**src/rtl/feeder_motor_pwm_multi.sv**
```systemverilog
// Multi-channel feeder dispense-motor controller: timed runs, cooldown lockout,
// and servo PWM whose pulses are gated only at period boundaries so none are cut short.
module feeder_motor_pwm_multi #(
    parameter int CLK_HZ     = 50_000_000,
    parameter int N_CH       = 2,
    parameter int SEC_W      = 8,
    parameter int PWM_PERIOD = 1_000_000,
    parameter int HIGH_CYC   = 75_000,
    parameter int COOL_SEC   = 2
) (
    input  logic                    clock,
    input  logic                    reset,
    input  logic [N_CH-1:0]         start,
    input  logic [N_CH-1:0]         abort,
    input  logic [N_CH*SEC_W-1:0]   dur_sec,
    output logic [N_CH-1:0]         pwm,
    output logic [N_CH-1:0]         busy,
    output logic [N_CH-1:0]         done
);

    localparam int COOL_CYC = COOL_SEC * CLK_HZ;
    localparam int SUB_W    = (CLK_HZ > 1) ? $clog2(CLK_HZ) : 1;
    localparam int COOL_W   = (COOL_CYC > 1) ? $clog2(COOL_CYC) : 1;
    localparam int PER_W    = (PWM_PERIOD > 1) ? $clog2(PWM_PERIOD) : 1;

    localparam logic [SUB_W-1:0]  SUB_MAX  = SUB_W'(CLK_HZ - 1);
    localparam logic [COOL_W-1:0] COOL_MAX = COOL_W'(COOL_CYC - 1);
    localparam logic [PER_W-1:0]  PER_MAX  = PER_W'(PWM_PERIOD - 1);
    localparam logic [PER_W-1:0]  HIGH_LIM = PER_W'(HIGH_CYC);

    typedef enum logic [1:0] {
        S_IDLE,
        S_RUN,
        S_COOL
    } state_t;

    state_t            state_q [N_CH];
    state_t            state_d [N_CH];
    logic [SEC_W-1:0]  dur_q   [N_CH];
    logic [SEC_W-1:0]  dur_d   [N_CH];
    logic [SEC_W-1:0]  sec_q   [N_CH];
    logic [SEC_W-1:0]  sec_d   [N_CH];
    logic [SUB_W-1:0]  sub_q   [N_CH];
    logic [SUB_W-1:0]  sub_d   [N_CH];
    logic [COOL_W-1:0] cool_q  [N_CH];
    logic [COOL_W-1:0] cool_d  [N_CH];

    logic [N_CH-1:0]   gate_q, gate_d;
    logic [N_CH-1:0]   pwm_q, pwm_d;
    logic [N_CH-1:0]   busy_q, busy_d;
    logic [N_CH-1:0]   done_q, done_d;
    logic [PER_W-1:0]  per_q, per_d;
    logic              wrap;

    always_comb begin
        wrap  = (per_q == PER_MAX);
        per_d = wrap ? '0 : per_q + PER_W'(1);
        for (int i = 0; i < N_CH; i++) begin
            state_d[i] = state_q[i];
            dur_d[i]   = dur_q[i];
            sec_d[i]   = sec_q[i];
            sub_d[i]   = sub_q[i];
            cool_d[i]  = cool_q[i];
            done_d[i]  = 1'b0;
            unique case (state_q[i])
                S_IDLE: begin
                    if (start[i] && !abort[i]) begin
                        if (dur_sec[i*SEC_W +: SEC_W] == '0) begin
                            done_d[i] = 1'b1;
                        end else begin
                            dur_d[i]   = dur_sec[i*SEC_W +: SEC_W];
                            sec_d[i]   = '0;
                            sub_d[i]   = '0;
                            state_d[i] = S_RUN;
                        end
                    end
                end
                S_RUN: begin
                    if (abort[i]) begin
                        cool_d[i] = '0;
                        if (COOL_CYC == 0) state_d[i] = S_IDLE;
                        else               state_d[i] = S_COOL;
                    end else if (sub_q[i] == SUB_MAX) begin
                        sub_d[i] = '0;
                        sec_d[i] = sec_q[i] + SEC_W'(1);
                        if (sec_d[i] == dur_q[i]) begin
                            done_d[i] = 1'b1;
                            cool_d[i] = '0;
                            if (COOL_CYC == 0) state_d[i] = S_IDLE;
                            else               state_d[i] = S_COOL;
                        end
                    end else begin
                        sub_d[i] = sub_q[i] + SUB_W'(1);
                    end
                end
                S_COOL: begin
                    if (cool_q[i] == COOL_MAX) state_d[i] = S_IDLE;
                    else cool_d[i] = cool_q[i] + COOL_W'(1);
                end
                default: state_d[i] = S_IDLE;
            endcase
            busy_d[i] = (state_d[i] != S_IDLE);
            // gate only moves on a period boundary, so pulses are always full width
            gate_d[i] = wrap ? (state_q[i] == S_RUN) : gate_q[i];
            pwm_d[i]  = gate_d[i] && (per_d < HIGH_LIM);
        end
    end

    always_ff @(posedge clock or negedge reset) begin
        if (!reset) begin
            per_q  <= '0;
            gate_q <= '0;
            pwm_q  <= '0;
            busy_q <= '0;
            done_q <= '0;
            for (int i = 0; i < N_CH; i++) begin
                state_q[i] <= S_IDLE;
                dur_q[i]   <= '0;
                sec_q[i]   <= '0;
                sub_q[i]   <= '0;
                cool_q[i]  <= '0;
            end
        end else begin
            per_q  <= per_d;
            gate_q <= gate_d;
            pwm_q  <= pwm_d;
            busy_q <= busy_d;
            done_q <= done_d;
            for (int i = 0; i < N_CH; i++) begin
                state_q[i] <= state_d[i];
                dur_q[i]   <= dur_d[i];
                sec_q[i]   <= sec_d[i];
                sub_q[i]   <= sub_d[i];
                cool_q[i]  <= cool_d[i];
            end
        end
    end

    assign pwm  = pwm_q;
    assign busy = busy_q;
    assign done = done_q;

endmodule

```
**config.mk**
```make
export PLATFORM = sky130hd
export DESIGN_NAME = feeder_motor_pwm_multi
export DESIGN_NICKNAME = d
export VERILOG_FILES = /design/src/rtl/feeder_motor_pwm_multi.sv
export SDC_FILE = /design/constraint.sdc
export NUM_CORES = 1
export LEC_CHECK = 0
export ABC_AREA = 0
export ABC_CLOCK_PERIOD_IN_PS = 5700
export BUFFER_PORTS_ARGS = -buffer_cell sky130_fd_sc_hd__buf_2
export CORE_ASPECT_RATIO = 0.9
export CORE_UTILIZATION = 68
export CTS_CLUSTER_DIAMETER = 60
export DETAILED_ROUTE_END_ITERATION = 8
export PLACE_DENSITY = 0.86
export SYNTH_ARGS = -nofsm -noshare
export SYNTH_HDL_FRONTEND = slang
export SYNTH_SLANG_ARGS = --single-unit
```
**constraint.sdc**
```tcl
create_clock -name clock -period 5.7 [get_ports clock]
set_input_delay 0.285 -clock clock [delete_from_list [all_inputs] [get_ports clock]]
set_output_delay 0.285 -clock clock [all_outputs]
set_load 0.005 [all_outputs]
```
# Word level (Yosys, flattened, before mapping)

Cells that the tools add are included.

Bits in registers: 170
Bits in latches: 0
Memory bits (writable): 0
Memory bits (read-only): 0
Bits of input ports: 22
Output and inout bits: 6
Word-level logic and storage cells: 133
Memories kept: 0

Add/sub/neg operators: 7
$mul: 0
Div/mod/pow operators: 0
$lt $le $gt $ge: 1
Eq/ne operators: 25
Shift-type cells: 0
Multiplexer cells: 59
Bitwise logic cells: 2
Reduce and logical (&&, ||, !) cells: 24

Operator list:

| operator                                             | count |
|---|---|
| two-way mux 27 bit                                   | 8 |
| two-way mux 26 bit                                   | 8 |
| one-hot mux 27 bit (2 select lines)                  | 2 |
| one-hot mux 26 bit (2 select lines)                  | 2 |
| two-way mux 8 bit                                    | 8 |
| adder 27 x 1 -> 27 bit, second input constant        | 2 |
| == test 27 bit, second input constant                | 2 |
| adder 26 x 1 -> 26 bit, second input constant        | 2 |
| == test 26 bit, second input constant                | 2 |
| one-hot mux 8 bit (2 select lines)                   | 2 |
| two-way mux 2 bit                                    | 12 |
| adder 20 x 1 -> 20 bit, second input constant        | 1 |
| == test 20 bit, second input constant                | 1 |
| < comparator 20 x 17 -> 1 bit, second input constant | 1 |
| two-way mux 20 bit                                   | 1 |
| != test 2 bit, second input constant                 | 10 |
| adder 8 x 1 -> 8 bit, second input constant          | 2 |
| == test 8 bit                                        | 2 |
| zero test 8 bit                                      | 2 |
| AND reduction 4 bit                                  | 4 |
| two-way mux 1 bit                                    | 12 |
| != test 3 bit, second input constant                 | 4 |
| one-hot mux 2 bit (3 select lines)                   | 2 |
| nonzero test 2 bit                                   | 6 |
| 9 further kinds                                      | 20 |

# Longest topological paths before layout

Gate-level depths: netlist of the first run.

Depth in word-level cells: 7
Depth in mapped cells: 10
Mapped depth without buffers: 9

# Worst setup path after synthesis of the first run

No wires, ideal clock.

Path kind: reg2reg
From: reg sub_q[11] in the netlist's numbering
To: reg cool_q[16] in the netlist's numbering
Library setup time: 0.077 ns
Data arrival time: 2.811 ns
Data required time: 5.623 ns
Setup slack: 2.812 ns
Cell stages (with the launch flop): 10
Path buffers: 2
Clock period less this slack: 2.888 ns
Cells stage by stage: dfrtp_1 > buf_6 > or4b_1 > or4_1 > nor3_2 > o2111ai_2 > a21o_1 > buf_6 > or4_1 > a21oi_1

Word-level cells in the longest chain between the ends: 3

RTL lines:

| what                                 | RTL line | source |
|---|---|---|
| from (decl)                          | 43       | `logic [SUB_W-1:0] sub_q [N_CH];` |
| from (signal, indexed assignment)    | 133      | `sub_q[i] <= sub_d[i];` |
| == test 26 bit                       | 83       | `end else if (sub_q[i] == SUB_MAX) begin` |
| != test 3 bit (no source line)       | --       |  |
| AND reduction 4 bit (no source line) | --       |  |
| to (signal, indexed assignment)      | 134      | `cool_q[i] <= cool_d[i];` |
| to (decl)                            | 45       | `logic [COOL_W-1:0] cool_q [N_CH];` |

Every way passes these cells.
A chain may end at the register's enable or synchronous reset.

# Worst setup path after layout of the first run

From: reg sub_q[33] in the netlist's numbering
To: reg cool_q[27] in the netlist's numbering

Same word-level chain as after synthesis.

==> results of run 1 <==
-- through the flow --
step / util [%] / hold slack (ns)
floorplan: - / -0.01059
global placement: 72.90 / 0.4672
detailed placement: 72.90 / 0.4751
CTS: 77.44 / 0.02440
global route: 77.44 / 0.06031
finish: 77.44 / -0.04270
-- where the power goes --
group | switching [mW] | total [mW] | internal [mW]
Combinational | 0.429 | 0.718 | 0.288
Sequential | 0.184 | 1.54 | 1.36
Clock | 0.494 | 1.15 | 0.657
Total | 1.11 | 3.41 | 2.31
-- path summary, 6_finish.rpt --
| kind | endpoint | slack (ns) | cells past startpoint |
|---|---|---|---|
| min in group clock | dur_q[9] | 0.09 | 2 |
| max | cool_q[27] | 2.06 | 7 |
| min | sec_q[0] | -0.04 | 1 |
| min reg2reg | gate_q[0] | 0.48 | 2 |
| max in group asynchronous | dur_q[10] | 4.42 | 2 |
| max reg2reg | cool_q[27] | 2.06 | 7 |
-- state kept, by name, indices dropped and copies added, names as in the netlist --
signal and cells:
sub_q 52, dur_q 16, state_q 4, busy 2, pwm 2, sec_q 16, gate_q 2, cool_q 54
done 2, per_q 20
-- Yosys cell counts, drive strengths merged (4+ instances only) --
library cell  number  area share [%]
a22o               7            0.67
or3               25             1.7
or2                5            0.34
clkbuf            34             1.4
o21a               4            0.33
nor3              26             1.5
mux2              17             2.1
or4b               6            0.65
dfrtp            170              46
nand3             66             3.6
o211ai             8            0.65
a21oi             52             2.9
o22ai              4            0.27
buf                6            0.45
ha                 7            0.95
a21o               4            0.33
nor4              12            0.82
nor2             105             4.3
and2               5            0.34
o31ai             20             1.6
nand4             24             1.6
o21ai             68             3.7
nand2b             7            0.48
o41ai              9            0.86
xor2              32             3.0
nor2b              4            0.27
inv               24            0.98
nand2            105             4.3
xnor2             40             3.8
a31oi             14            0.95
and4              11             1.0
and3              21             1.4
or4               23             1.9
mux2i              5            0.54
-- cells by family after synthesis --
kind of cell	count (synthesis)
buffers and inverters	64
and+or+nand+nor	456
AOI/OAI and AO/OA	219
muxes	22
DFF	170
xor gates and xnor gates	72
adders and majority gates	7
-- worst max-delay path, cell delays in order, from the launching register on --
cell,delay [ns]
dfrtp_1,0.45
or4b_2,0.69
nor4_1,0.31
nand2_1,0.31
o41ai_1,0.52
and2_1,0.86
or2_2,0.26
mux2i_1,0.07
-- cell type report --
cell class / count / area (sq um) / area share [%]
sequential: 170 / 4254 / 42.48
inverter: 24 / 90.09 / 0.8997
clock buffer: 18 / 439.2 / 4.386
clock inverter: 14 / 147.6 / 1.474
tap: 164 / 205.2 / 2.049
timing repair buffer: 33 / 186.4 / 1.862
multi-input combinational: 776 / 4691 / 46.84
-- routing by layer --
metal	vias up	global-route usage (%)
met4	0	8.594
met2	266	48.58
met5	-	0
li1	3720	-
met1	3839	45.12
met3	24	6.101
==> impl_metrics.tcl, run 1 <==
set metrics [dict create \
    outcome "complete, but fails checks" \
    violations "hold timing" \
    yosysWarnings 0 \
    hold_violations 19 \
    drive_gt1_share_pct 9.372 \
    wl_met3_mm 1.203 \
    antenna_found_initial 0 \
    syn-instance-count 1010 \
    start_util_pct 71.13 \
    worstPathMaxFanout 27 \
    io_pins 28 \
    wl_met2_mm 9.534 \
    timing.final.crit_share_pct 63.79 \
    grt_pass1_vias 7448 \
    drc 0 \
    clk_latency_ns 0.44 \
    final-max-slew-violation-count 0 \
    nets 1051 \
    numClockSinks 170 \
    hpwl_mm 13.88 \
    crit_type "reg2reg" \
    max_slew_margin_pct 11.15 \
    synth_top_family_by_area "simple AND/OR/NAND/NOR gates" \
    tns_ns 0 \
    netlist_area_sq_mm 0.009198 \
    clk_pin_slew_worst_paths_ns 0.06 \
    async_flop_share_pct 100.0 \
    drt-met1-wl_mm 9.666 \
    final_cell_mix "170 x dfrtp_1, 105 x nand2_1, 105 x nor2_1, 67 x o21ai_0, 66 x nand3_1" \
    gp_congestion 0.9092 \
    diodes 0 \
    vias 7849 \
    post-place-ws_ns 2.164 \
    avgSynthCellArea_sq_um 9.107 \
    setup_ws_ns 2.064 \
    cp.arrival_ns 3.91 \
    leakage_nw 4.204 \
    syn_to_final_growth_pct 8.870 \
    cts_tree "yes" \
    grt_pass1_wl_mm 35.69 \
    finalNonFillerCells 1199 \
    place_area_sq_mm 0.009427 \
    fp.dieW_microns 124.6 \
    hold_class "in2async" \
    detail-route-antenna-nets 0 \
    chipHeight_microns 112.3 \
    wl_per_cell_microns 17.19 \
    core-area_sq_mm 0.01293 \
    total_power_mw 3.414 \
    synthMuxAreaShare_pct 2.625 \
    hold_slack_ns -0.04270 \
    yosysSeqAreaShare_pct 46.25 \
    cts_buffers 17 \
    cts.path.max_buffers 2 \
    ys_types 68 \
    finalInstanceArea_sq_mm 0.01001 \
    synth_edf_count 0 \
    fin_skew_ns 0.007883 \
    start_kind "flip-flop" \
    die_area_sq_mm 0.01400 \
    drt-initial-drc-count 758 \
    routed_wl_mm 20.61 \
    synth_xor_area_share_pct 6.856 \
    reg2reg_from "sub_q[33]" \
    setup_viol 0 \
    cp-startpoint "sub_q[33]" \
    grt_max_degree 113 \
    max_slew.worst_pin.slew_ns 1.299 \
    cts_resized 0 \
    cts_hold_buf 0 \
    endpoint_kind "flip-flop" \
    synth_compound_area_share_pct 15.20 \
    irDropWorstVdd_uv 306.9 \
    cap_violations 0 \
    post_cts_buffers 0 \
    synthAdderAreaFrac_pct 0.9523 \
    period_minus_slack_ns 3.636 \
    dp_cells 1167 \
    ys_ff_latch 170 \
    dr.pass1.iters 5 \
    power_density_mw_per_mm2 340.9 \
    fmax_ghz 0.2750 \
    synthFlopType "dfrtp_1" \
    rsz0062_at_grt "false" \
    syn-num-nets 1039 \
    row_count 39 \
    cts_root_buffer "clkbuf_16" \
    grt_usage_pct 31.26 \
    final_common_cell "dfrtp_1" \
    fillers 886 \
    synthSimpleGateAreaFrac_pct 25.30 \
    maxUsedRoutingLayer "met4" \
    cp_data_required_time_ns 5.97 \
    grt_overflow_total 0 \
    viasPerCell 6.546 \
    io_buffers 27 \
    htreeDepth 4 \
]
Note: power is estimated with default switching activity, not from simulation.
==> run 2, diff against run 1 <==
--- a/config.mk
+++ b/config.mk
@@ -6,13 +6,13 @@
 export NUM_CORES = 1
 export LEC_CHECK = 0
 export ABC_AREA = 0
-export ABC_CLOCK_PERIOD_IN_PS = 5700
+export ABC_CLOCK_PERIOD_IN_PS = 3110
 export BUFFER_PORTS_ARGS = -buffer_cell sky130_fd_sc_hd__buf_2
 export CORE_ASPECT_RATIO = 0.9
-export CORE_UTILIZATION = 68
+export CORE_UTILIZATION = 57
 export CTS_CLUSTER_DIAMETER = 60
 export DETAILED_ROUTE_END_ITERATION = 8
-export PLACE_DENSITY = 0.86
+export PLACE_DENSITY = 0.77
 export SYNTH_ARGS = -nofsm -noshare
 export SYNTH_HDL_FRONTEND = slang
 export SYNTH_SLANG_ARGS = --single-unit
==> constraint.sdc (replaced) <==
create_clock -name clock -period 3.11 [get_ports clock]
set_input_delay 0.1555 -clock clock [delete_from_list [all_inputs] [get_ports clock]]
set_output_delay 0.1555 -clock clock [all_outputs]
set_load 0.005 [all_outputs]
==> impl_metrics.tcl, run 2 (synthesized netlist as in run 1, its figures left out) <==
set metrics [dict create \
    vias 7851 \
    detail-route-antenna-nets 0 \
    wl_per_cell_microns 15.91 \
    final-max-slew-violation-count 0 \
    endpoint_kind "flip-flop" \
    critical_path.slowest_cell "or4_4" \
    dp_cells 1233 \
    drt-initial-drc-count 660 \
    crit_type "reg2reg" \
    cts_root_buffer "clkbuf_16" \
    diodes 0 \
    max_slew.worst_pin.slew_ns 0.8050 \
    leakage_nw 4.468 \
    largest_reg_flops 54 \
    setup_viol 0 \
    outcome "complete, no violations" \
    cp_data_required_time_ns 3.46 \
    core-area_sq_mm 0.01560 \
    hold_slack_ns 0.06772 \
    cts_buffers 17 \
    hold_violations 0 \
    cts_tree "yes" \
    drive_gt1_share_pct 12.00 \
    whs_path_depth 3 \
    slowest_delay_ns 0.57 \
    die_area_sq_mm 0.01665 \
    row_count 43 \
    fin_skew_ns 0.01047 \
    nets 1099 \
    cap_violations 0 \
    post-place-ws_ns 0.1139 \
    final_common_cell "dfrtp_1" \
    tns_ns 0 \
    grt_max_degree 89 \
    grt_pass1_vias 7431 \
    path_cells "or4b_4 -> or4_4 -> nor3_4 -> o2111a_1 -> a31oi_2 -> buf_12 -> or4_1 -> a21oi_1" \
    cp.depth 8 \
    clk_latency_ns 0.44 \
    reg_top3 "cool_q x54, sub_q x52, per_q x20" \
    drc 0 \
    start_kind "flip-flop" \
    fp.dieW_microns 135.9 \
    io_pins 28 \
    grt_usage_pct 26.28 \
    grt_pass1_wl_mm 34.74 \
    clk_pin_slew_worst_paths_ns 0.07 \
    cts.path.max_buffers 2 \
    period_minus_slack_ns 2.985 \
    fmax_ghz 0.3350 \
    worstPathMaxFanout 19 \
    cp_num_buf_inv 1 \
    htreeDepth 4 \
    max_slew_margin_pct 46.33 \
    chipHeight_microns 122.5 \
    setup_ws_ns 0.1250 \
    power_density_mw_per_mm2 598.6 \
    routed_wl_mm 20.44 \
    finalNonFillerCells 1285 \
    r2r_cells 8 \
    start_util_pct 58.95 \
    final_cell_mix "170 x dfrtp_1, 105 x nand2_1, 105 x nor2_1, 67 x o21ai_0, 66 x nand3_1" \
    antenna_found_initial 0 \
    hpwl_mm 14.31 \
    top_register "cool_q" \
    irDropWorstVdd_uv 512.5 \
    cp.arrival_ns 3.34 \
    io_buffers 27 \
    cp_top_family "simple AND/OR/NAND/NOR gates" \
    grt_overflow_total 0 \
    hold_class "in2reg" \
    syn_to_final_growth_pct 14.58 \
    timing.final.crit_share_pct 95.98 \
    viasPerCell 6.110 \
    total_power_mw 6.308 \
    dr.pass1.iters 5 \
    numClockSinks 170 \
    gp_congestion 0.8456 \
]
[run 2: final timing paths]
kind | start | endpoint | slack [ns]
max | sub_q[7] | cool_q[23] | 0.12
min | start[1] | done[1] | 0.07
max reg2reg | sub_q[7] | cool_q[23] | 0.12
min reg2reg | gate_q[0] | gate_q[0] | 0.48
max in group asynchronous | reset | cool_q[28] | 1.98
min in group asynchronous | reset | sub_q[3] | 0.34
[run 2: power by group]
part	internal, mW	total [mW]	switching, mW
Clock	1.15	2.08	0.931
Sequential	2.49	2.82	0.326
Combinational	0.621	1.41	0.791
[run 2: cell type report]
| cell class | instances | area [sq um] |
|---|---|---|
| sequential | 170 | 4254 |
| clock buffer | 19 | 442.9 |
| timing repair buffer | 81 | 631.9 |
| inverter | 24 | 90.09 |
| multi-input combinational | 776 | 4735 |
| fill | 1233 | 5064 |
| clock inverter | 13 | 132.6 |
| tap | 202 | 252.7 |
[run 2: per-layer routing]
| metal | part of all wire, % | vias up | global-route usage, % |
|---|---|---|---|
| met1 | 48 | 3820 | 36.39 |
| met4 | 0.90 | 0 | 7.222 |
| li1 | - | 3821 | - |
| met3 | 4.7 | 21 | 5.039 |
| met2 | 47 | 189 | 42.28 |
| met5 | 0 | - | 0 |
[run 2: worst min-delay path, delay by kind of cell]
| kind | cells | cell delay (ns) |
|---|---|---|
| buffers and inverters | 1 | 0.12 |
| AOI/OAI and AO/OA | 1 | 0.09 |
| and+or+nand+nor | 1 | 0.08 |
[run 2: through the flow]
step                      util (%)  area, sq um
final                        67.55        10540
after global routing         67.55        10540
after CTS                    67.22        10490
after detailed placement     62.31         9722
after global placement       62.31         9722
after floorplan                  -         9198
[run 2: timing repair]
item | 4_1_cts | 5_1_grt
hold buffers | 19 | 0
endpoints found under the hold margin | 102 | 0
resized for setup | 0 | 8
buffers inserted | 0 | 1
endpoints found under the setup margin | 0 | 13
